**src/rtl/norm_feeder.sv**
```systemverilog
// norm_feeder: pops psum rows from the ofifo, runs each through the normalizer's
// valid/div_complete handshake and writes the normalized row to the result SRAM.
module norm_feeder #(
  parameter int BW      = 8,
  parameter int BW_PSUM = 2*BW+4,
  parameter int COL     = 8,
  parameter int SETTLE  = 3,
  parameter int TIMEOUT = 64,
  parameter int ADDR_W  = 4
) (
  input  logic                   clk,
  input  logic                   reset,
  input  logic                   start,
  input  logic [ADDR_W:0]        num_rows,
  output logic                   busy,
  output logic                   done,
  output logic                   err,
  input  logic                   ofifo_valid,
  output logic                   ofifo_rd,
  input  logic [BW_PSUM*COL-1:0] ofifo_out,
  output logic [BW_PSUM*COL-1:0] norm_in,
  output logic                   norm_valid,
  input  logic                   norm_div_complete,
  input  logic [BW_PSUM*COL-1:0] norm_out,
  output logic                   mem_wen,
  output logic [ADDR_W-1:0]      mem_addr,
  output logic [BW_PSUM*COL-1:0] mem_din
);
  localparam int W  = BW_PSUM*COL;
  localparam int CW = $clog2(TIMEOUT+1);
  typedef enum logic [3:0] {
    S_IDLE, S_POP, S_LOAD, S_ARM, S_WAIT_BUSY, S_WAIT_DONE, S_SETTLE, S_STORE, S_GAP, S_FIN
  } state_t;
  state_t            r_state, w_next;
  logic [CW-1:0]     r_cnt;
  logic [ADDR_W:0]   r_num, r_rows;
  logic [ADDR_W-1:0] r_addr;
  logic [W-1:0]      r_norm_in, r_din;
  logic              r_busy, r_done, r_err, r_rd, r_nv, r_wen;
  logic              w_to;
  assign w_to = r_cnt == CW'(TIMEOUT-1);
  always_comb begin
    w_next = r_state;
    case (r_state)
      S_IDLE:      w_next = !start ? S_IDLE : (num_rows == '0) ? S_FIN : S_POP;
      S_POP:       w_next = r_rd ? S_LOAD : S_POP;
      S_LOAD:      w_next = S_ARM;
      S_ARM:       w_next = (r_cnt == CW'(1)) ? S_WAIT_BUSY : S_ARM;
      S_WAIT_BUSY: w_next = !norm_div_complete ? S_WAIT_DONE : w_to ? S_FIN : S_WAIT_BUSY;
      S_WAIT_DONE: w_next = norm_div_complete ? S_SETTLE : w_to ? S_FIN : S_WAIT_DONE;
      S_SETTLE:    w_next = (r_cnt == CW'(SETTLE-1)) ? S_STORE : S_SETTLE;
      S_STORE:     w_next = (r_rows + (ADDR_W+1)'(1) == r_num) ? S_FIN : S_GAP;
      S_GAP:       w_next = S_POP;
      default:     w_next = S_IDLE;
    endcase
  end
  // Outputs are registered from the next state so they line up with the state they belong to.
  always_ff @(posedge clk) begin
    if (reset) begin
      r_state   <= S_IDLE;
      r_cnt     <= '0;
      r_num     <= '0;
      r_rows    <= '0;
      r_addr    <= '0;
      r_norm_in <= '0;
      r_din     <= '0;
      r_busy    <= 1'b0;
      r_done    <= 1'b0;
      r_err     <= 1'b0;
      r_rd      <= 1'b0;
      r_nv      <= 1'b0;
      r_wen     <= 1'b0;
    end else begin
      r_state <= w_next;
      r_cnt   <= (w_next != r_state) ? '0 : r_cnt + CW'(1);
      r_rd    <= (w_next == S_POP) && ofifo_valid;
      r_nv    <= w_next == S_ARM;
      r_wen   <= w_next == S_STORE;
      r_done  <= w_next == S_FIN;
      r_busy  <= (w_next != S_IDLE) && (w_next != S_FIN);
      if (r_state == S_LOAD) r_norm_in <= ofifo_out;
      if (w_next == S_STORE) r_din <= norm_out;
      if (r_state == S_IDLE && start) begin
        r_num  <= num_rows;
        r_rows <= '0;
        r_addr <= '0;
        r_err  <= 1'b0;
      end else if (r_state == S_STORE) begin
        r_rows <= r_rows + (ADDR_W+1)'(1);
        r_addr <= r_addr + ADDR_W'(1);
      end
      if ((r_state == S_WAIT_BUSY || r_state == S_WAIT_DONE) && w_next == S_FIN) r_err <= 1'b1;
    end
  end
  assign busy       = r_busy;
  assign done       = r_done;
  assign err        = r_err;
  assign ofifo_rd   = r_rd;
  assign norm_in    = r_norm_in;
  assign norm_valid = r_nv;
  assign mem_wen    = r_wen;
  assign mem_addr   = r_addr;
  assign mem_din    = r_din;
endmodule

```
**config.mk**
```make
export PLATFORM = sky130hd
export DESIGN_NAME = norm_feeder
export DESIGN_NICKNAME = d
export VERILOG_FILES = /design/src/rtl/norm_feeder.sv
export SDC_FILE = /design/constraint.sdc
export NUM_CORES = 1
export LEC_CHECK = 0
export CORE_AREA = 2 2 257 259
export DETAILED_ROUTE_END_ITERATION = 6
export DIE_AREA = 0 0 259 261
export DONT_BUFFER_PORTS = 1
export HOLD_SLACK_MARGIN = 0.06
export SETUP_SLACK_MARGIN = 0.1
export SLEW_MARGIN = 10
export SYNTH_ARGS = -nofsm -noshare
export SYNTH_HDL_FRONTEND = slang
export SYNTH_SLANG_ARGS = --single-unit
```
**constraint.sdc**
```tcl
create_clock -name clk -period 6.9 [get_ports clk]
set_input_delay 0.69 -clock clk [delete_from_list [all_inputs] [get_ports clk]]
set_output_delay 0.69 -clock clk [all_outputs]
set_load 0.05 [all_outputs]
```
After elaboration in Yosys (flattened, before gate mapping)

Index checks and enable logic that the tools add are counted.

$add $sub $neg: 3
Equality and inequality tests: 18
Multiplexer cells: 13
Reductions and logical operators: 11

Operators by type and width:

| operator                                            | count |
|---|---|
| case mux 4 bit (9 select lines)                     | 1 |
| two-way mux 4 bit                                   | 6 |
| equality test 4 x 3 -> 1 bit, second input constant | 5 |
| equality test 4 x 2 -> 1 bit, second input constant | 3 |
| equality test 4 x 1 -> 1 bit, second input constant | 2 |
| equality test 4 bit, second input constant          | 2 |
| adder 7 x 1 -> 7 bit, second input constant         | 1 |
| equality test 7 x 1 -> 1 bit, second input constant | 1 |
| equality test 7 x 2 -> 1 bit, second input constant | 1 |
| equality test 7 x 6 -> 1 bit, second input constant | 1 |
| adder 5 x 1 -> 5 bit, second input constant         | 1 |
| equality test 5 bit                                 | 1 |
| logical NOT 5 bit                                   | 1 |
| adder 4 x 1 -> 4 bit, second input constant         | 1 |
| logical AND 1 bit                                   | 4 |
| logical NOT 4 bit                                   | 1 |
| two-way mux 1 bit                                   | 4 |
| != test 4 bit                                       | 1 |
| != test 4 bit, second input constant                | 1 |
| nonzero test 4 bit                                  | 1 |
| OR reduction 2 bit                                  | 2 |
| two-way mux 3 bit                                   | 1 |
| two-way mux 2 bit                                   | 1 |
| nonzero test 2 bit                                  | 1 |
| logical OR 1 bit                                    | 1 |

Bits in registers: 351
Input port bits: 330
Output and inout port bits: 330
Logic and storage cells: 58

Longest topological paths before layout

Gate-level depths: netlist of the first run.

Depth after elaboration: 7
Gate-level depth with buffers: 9
Depth with buffers taken out: 8

Worst setup path after synthesis of the first run

Ideal clock, no wire load.

Path type: register -> register
From: register r_cnt[2]
To: register r_cnt[2]
Setup time: 0.103 ns
Data arrival time: 2.143 ns
Required time: 6.797 ns
Slack: 4.653 ns
Cell stages (with the launch flop): 8
Buffers on the path: 1
Clock period less this slack: 2.247 ns
Cells stage by stage: dfxtp_1 -> or4_4 -> or4_1 -> buf_2 -> o211ai_2 -> a211oi_2 -> nand3b_4 -> a2111oi_2

Word-level cells in the longest chain between the ends: 6
Elaborated cells between the ends (all ways): 13
Those cells by class: add/sub: 1; eq/ne: 4; mux: 7; reduce/logical: 1

Ends and longest elaborated chain:

| element                                           | RTL line | text |
|---|---|---|
| start, declared                                   | 35       | `logic [CW-1:0] r_cnt;` |
| start signal, assigned                            | 75       | `r_cnt <= (w_next != r_state) ? '0 : r_cnt + CW'(1);` |
| equality test 7 x 6 -> 1 bit                      | 41       | `assign w_to = r_cnt == CW'(TIMEOUT-1);` |
| two-way mux 4 bit (on tied branches) (2 in a row) | 49, 50   |  |
| case mux 4 bit (9 select lines)                   | 44       | `case (r_state)` |
| != test 4 bit                                     | 75       |  |
| OR reduction 2 bit (no source line)               | --       |  |

Several ways; a longest one is shown, not always the timed one.
A chain may end at the register's enable or synchronous reset.

Worst setup path after layout of the first run

From: register r_state[3]
To: register r_din[123], in the netlist mem_din[123]

Word-level cells in the longest chain between the ends: 3
Elaborated cells between the ends (all ways): 11
Those cells by class: eq/ne: 9; mux: 1; reduce/logical: 1

Ends and longest elaborated chain:

| element                                     | RTL line | text |
|---|---|---|
| start, declared                             | 34       | `state_t r_state, w_next;` |
| start signal, assigned                      | 74       | `r_state <= w_next;` |
| equality test 4 bit (tied with other cells) | 44       |  |
| case mux 4 bit (9 select lines) (*)         | 44       |  |
| equality test 4 x 3 -> 1 bit (*)            | 82       | `if (w_next == S_STORE) r_din <= norm_out;` |
| end signal, assigned                        | 82       |  |
| end, declared                               | 38       | `logic [W-1:0] r_norm_in, r_din;` |

Mark *: on every way between the ends. The rest lies on a longest branch, timed or not.

==> results of run 1 <==
[power by group]
group,internal (µW),leakage (µW),switching [µW]
logic,36.0,0.000992,60.3
clock network,1410,0.000690,870
registers,2050,0.00283,94.9
total,3490,0.00451,1030
[stage by stage]
step,power [µW],hold WS [ps],std cells,util (%),cell area [µm²]
floorplan,2290,484,1556,-,12400
global placement,2290,504,2313,20.2,13200
detailed placement,2290,508,2313,20.2,13200
CTS,4590,172,2384,22.4,14600
global route,4680,188,2390,22.4,14600
finish,4520,224,2390,22.4,14600
[flip-flops by register name, summed over array words and instances (netlist names)]
signal	count
mem_wen	1
done	1
r_cnt	7
ofifo_rd	1
norm_valid	1
mem_addr	4
busy	1
mem_din	160
r_state	4
err	1
r_rows	5
norm_in	160
r_num	5
[cell type report]
cell class                      instances  area, µm²  area share (%)
Antenna cell                            6       15.0           0.103
Tap cell                              864       1080            7.41
Multi-Input combinational cell       1086       4960            34.0
Inverter                                6       22.5           0.154
Clock buffer                           54       1120            7.70
Clock inverter                         17        285            1.96
Sequential cell                       351       7030            48.2
Timing Repair Buffer                    6       70.1           0.480
[cell usage after synthesis, drive strengths merged (5+ instances only)]
cell,instances
nand2,644
dfxtp,351
a21oi,323
clkbuf,111
nor2,25
xnor2,9
mux2i,8
xor2,8
a2111oi,6
inv,6
ha,5
nand3,5
nor4,5
o21ai,5
[routing by layer]
| layer | up-vias | global-route usage (%) |
|---|---|---|
| met5 | - | 0 |
| met4 | 4 | 5.25 |
| met3 | 90 | 4.13 |
| met2 | 486 | 16.6 |
| met1 | 4719 | 12.6 |
| li1 | 4933 | - |
[cells by family after synthesis]
family	share of synthesized area [%]
simple gates	22.6
compound gates	14.8
fa+ha+maj	0.504
mux	0.645
buf+inv	3.62
flops	56.6
xor+xnor	1.20
[worst max path at each step]
stage               slack [ps]                         to  depth (start not counted)                  start
detailed placement        3780  mem_din[123]$_SDFFE_PP0P_                          5  r_state[3]$_SDFF_PP0_
CTS                       3770        r_cnt[4]$_SDFF_PP0_                          6  r_state[3]$_SDFF_PP0_
global route              3480  mem_din[131]$_SDFFE_PP0P_                          5  r_state[3]$_SDFF_PP0_
finish                    3710  mem_din[123]$_SDFFE_PP0P_                          5  r_state[3]$_SDFF_PP0_
global placement          3780   mem_din[60]$_SDFFE_PP0P_                          5  r_state[3]$_SDFF_PP0_
floorplan                 4650        r_cnt[2]$_SDFF_PP0_                          7    r_cnt[2]$_SDFF_PP0_
[critical path, delay by kind of cell (launching register included)]
kind / cells / cell delay (ps)
simple gates: 3 / 1160
buf+inv: 1 / 840
flops: 1 / 720
compound gates: 1 / 190
==> out/metrics.yaml, run 1 <==
synth-edff-count: 0
numCtsBuffers: 39
tns_ps: 0
totalWireLength_mm: 40.0
ys_seq_area_share_pct: 56.6
path_max_fanout: 91
power.density_mw_per_mm2: 310
cts_setup_buffers: 0
power_leakage_uw: 0.00451
cts.clk_slew.worst_paths_ps: 60
area_delta_synth_final_pct: 17.5
grt_setup_unrepaired: "no"
synth_area_leaders: "dfxtp_1 57%, nand2_1 19%, a21oi_1 13%, clkbuf_1 3.4%, nor2_1 0.76%"
r2r_end: "mem_din[123]$_SDFFE_PP0P_"
slew_violations: 29
ant_nets: 0
dpl_worst_slack_ps: 3780
ff2ff_path_depth: 5
synth_warnings: 0
setup_ws_ps: 3710
drive_gt1_share_pct: 5.66
grt_pass1_vias: 9172
synthFlopType: "dfxtp_1"
drc: 0
antenna_found_initial: 9
hp-start: "reset"
grt_usage_pct: 10.6
cts.htree.levels: 2
status: "complete, but fails checks"
synth_seq_cells: 351
avgSynthCellArea_um2: 7.98
period_minus_slack_ps: 3190
async_flop_share_pct: 0
start_util_pct: 19.1
relSlewSlack_pct: -0.870
finClkSkew_ps: 13.3
max_cap_viol_count: 0
cts-root-buf: "clkbuf_16"
route.met2.wl_mm: 18.8
tightest_slew_ps: 1510
synthesis.instances: 1556
hold_violations: 0
drtIter0Drc: 900
mostFrequentLayoutCell: "nand2_1"
arrival_ps: 3650
final_cell_mix: "644 x nand2_1, 351 x dfxtp_1, 323 x a21oi_1"
yosysTopAreaCell: "dfxtp_1"
slowest_delay_ps: 840
cts.path.max_buffers: 3
dp_hpwl_mm: 27.7
synthDominantCellAreaShare_pct: 56.6
syn_nets: 1891
synth_cell_types: 43
portBuffers: 0
grt_remaining_overflow: 0
core_area_mm2: 0.0650
min_path_type: "in2reg"
cp_slowest_cell: "buf_4"
reg2reg_from: "r_state[3]$_SDFF_PP0_"
grt_first_pass_wirelength_mm: 55.9
syn_area_mm2: 0.0124
cts_resized: 0
tritoncts: "built"
clock_latency_ps: 540
ir_drop_v: 0.000161
vias: 10200
worstPathRequired_ps: 7360
cp-end-kind: "flop"
grt_max_degree: 341
wl_met3_mm: 4.22
hold-path-cell-count: 1
n_fill_cell: 7150
setup_viol: 0
wl_per_cell_um: 16.8
reg2reg_slack_ps: 3710
wl_met1_mm: 15.4
fin_nets: 1825
die_x_um: 259
critical_path_class: "reg2reg"
crit_path_cell_trace: "nand4bb_1 > or4_4 > buf_4 > nand2_1 > a21oi_1"
min_period_over_period_pct: 46.2
die-area_mm2: 0.0676
dr.pass1.iters: 5
cp-start-kind: "flop"
violations: "max-slew violations"
avgViaCountPerCell: 4.28
timing.fmax_ghz: 0.314
clock_sinks: 351
top_layer: "met5"
whs_endpoint: "mem_din[53]$_SDFFE_PP0P_"
die_h_um: 261
ios: 660
cts_hold_buffers: 0
place.gp.congestion: 0.874
row_count: 94
Power figures use the tool's default switching activity.
==> run 2: changes to the inputs <==
- clock period: 6.9 -> 2.8 ns (I/O delays scaled with it)
==> run 2 against run 1 <==
Effect of this change:
- the flow now finishes without violations
- sequential power rose by 150%
- register-to-register slack got worse by 3500 ps
- total power rose by 140%
- first-iteration DRC count rose by 0.33%
- via count rose by 24%
- flip-flop and latch count did not move
- cell count rose by 20%
- die area did not move
==> out/metrics.yaml, run 2 (synthesized netlist as in run 1, its figures left out) <==
cp-start-kind: "flop"
mostFrequentLayoutCell: "nand2_1"
setup_viol: 0  # unchanged
worstPathRequired_ps: 3280  # -4080 ps
utilization_pct: 29.8  # +7.4 points
path_max_fanout: 25  # -73%
slowest_delay_ps: 580  # -260 ps
ir_drop_v: 0.000412  # +160%
min_period_over_period_pct: 93.8  # +48 points
p_int_uw: 8390  # +140%
switching_share_pct: 24.1  # +1.4 points
ios: 660  # unchanged
die_h_um: 261  # unchanged
p_sw_uw: 2660  # +160%
area_delta_synth_final_pct: 56.2
power_leakage_uw: 0.00709  # +57%
avgViaCountPerCell: 4.41  # +3.0%
row_count: 94  # unchanged
max_cap_viol_count: 0  # unchanged
dr.pass1.iters: 5  # unchanged
die-area_mm2: 0.0676  # unchanged
drtIter0Drc: 903  # +0.33%
finClkSkew_ps: 17.3  # +3.97 ps
power.density_mw_per_mm2: 570  # +84%
status: "finished, final reports clean"
core_area_mm2: 0.0650  # unchanged
cp-end-kind: "flop"
path_buf_inv: 3  # +2
antenna_found_initial: 3  # -6
fin_nets: 2317  # +27%
final_cell_mix: "644 x nand2_1, 455 x dlygate4sd3_1, 351 x dfxtp_1"
ant_nets: 0  # unchanged
tns_ps: 0  # unchanged
cts.clk_slew.worst_paths_ps: 60  # about the same
min_path_type: "in2reg"
grt_remaining_overflow: 0  # unchanged
critical_path_class: "reg2reg"
grt_max_degree: 341  # unchanged
path_delay_family: "simple AND/OR/NAND/NOR gates"
dp_hpwl_mm: 29.6  # +6.7%
portBuffers: 0  # unchanged
cts.htree.levels: 2  # unchanged
crit_path_cell_trace: "or4_4 > nor4_4 > clkbuf_16 > buf_12 > nand2_1 > a21oi_1 > dlygate4sd3_1"
grt_first_pass_wirelength_mm: 65.4  # +17%
slew_violations: 0  # -100%
start_util_pct: 19.1  # unchanged
tightest_slew_ps: 1020  # -493 ps
drive_gt1_share_pct: 5.87  # +0.22 points
use_met3_pct: 4.51  # +0.38 points
n_fill_cell: 6630  # -7.3%
hold_violations: 0  # unchanged
period_minus_slack_ps: 2630  # -560 ps
cts.path.max_buffers: 3  # unchanged
die_x_um: 259  # unchanged
p_clk_share_pct: 45.8  # -4.6 points
met2_usage_pct: 20.8  # +4.1 points
grt_usage_pct: 12.3  # +1.7 points
grt_pass1_vias: 11400  # +24%
total_power_uw: 11100  # +140%
place.gp.congestion: 0.842  # -3.6%
totalWireLength_mm: 49.4  # +24%
vias: 12700  # +24%
p_seq_share_pct: 47.8  # +0.3 points
timing.fmax_ghz: 0.381  # +21%
relSlewSlack_pct: 32.0  # +33 points
arrival_ps: 3110  # -540 ps
grt_busiest_layer: "met2"
clock_sinks: 351  # unchanged
cp_slowest_cell: "or4_4"
numCtsBuffers: 39  # unchanged
comb_power_share_pct: 6.5  # +4.4 points
drc: 0  # unchanged
grt_setup_unrepaired: "no"
cts-root-buf: "clkbuf_16"
clock_latency_ps: 550  # about the same
wl_per_cell_um: 17.2  # +2.6%
tritoncts: "built"
use_met1_pct: 14.0  # +1.4 points
run 2: cell count changes in the layout (fill, tap and decap cells not counted), moves of 3 or more:
cell / previous run / this run
buf_12: 2 / 10
diode_2: 6 / 3
dlygate4sd3_1: 0 / 455
bufinv_16: 7 / 1
buf_4: 4 / 29
run 2: final timing paths:
| path | from | slack (ps) | endpoint | cells past startpoint |
|---|---|---|---|---|
| min reg2reg | r_cnt[0]$_SDFF_PP0_ | 530 | r_cnt[0]$_SDFF_PP0_ | 1 |
| max | r_cnt[2]$_SDFF_PP0_ | 170 | mem_din[14]$_SDFFE_PP0P_ | 7 |
| max reg2reg | r_cnt[2]$_SDFF_PP0_ | 170 | mem_din[14]$_SDFFE_PP0P_ | 7 |
| min | reset | 220 | mem_din[62]$_SDFFE_PP0P_ | 2 |
run 2: final cells by class:
class | instances | area, µm² | area share (%)
timing repair buffer | 498 | 5050 | 26.0
clock inverter | 13 | 113 | 0.581
multi-input combinational | 1086 | 4970 | 25.6
inverter | 6 | 22.5 | 0.116
tap | 864 | 1080 | 5.57
sequential | 351 | 7030 | 36.2
clock buffer | 55 | 1130 | 5.82
antenna | 3 | 7.51 | 0.0387
run 2: routing by layer:
metal | part of all wire (%) | wire (µm) | up-vias
met4 | 3.6 | 1760 | 0
li1 | - | - | 5909
met2 | 49 | 24200 | 662
met5 | 0 | 0 | -
met3 | 10 | 4940 | 120
met1 | 37 | 18500 | 5992
run 2: stage by stage:
| stage | hold WS (ps) | instance area (µm²) | cells | setup WS, ps |
|---|---|---|---|---|
| floorplan | 416 | 12400 | 1556 | 553 |
| global placement | 368 | 13500 | 2343 | 425 |
| detailed placement | 369 | 13500 | 2343 | 366 |
| CTS | -239 | 18100 | 2743 | 121 |
| global route | 237 | 19400 | 2875 | 96.7 |
| finish | 223 | 19400 | 2876 | 174 |
run 2: power groups by stage:
stage	Combinational, µW	Sequential (µW)	Clock [µW]
2_1_floorplan	261	5370	0
3_3_place_gp	272	5390	0
3_5_place_dp	275	5390	0
4_1_cts	514	5280	5210
5_1_grt	767	5280	5410
6_report	717	5280	5060
run 2: what timing repair did:
action | in CTS | in global routing
hold buffers | 332 | 124
buffers inserted | 0 | 4
resized for setup | 0 | 2
setup endpoints to repair | 0 | 140
hold endpoints to repair | 341 | 141
run 2: worst register-to-register path, cell delays in order (launching register included):
cell,delay [ps]
dfxtp_1,330
or4_4,580
nor4_4,410
clkbuf_16,260
buf_12,200
nand2_1,110
a21oi_1,120
dlygate4sd3_1,560
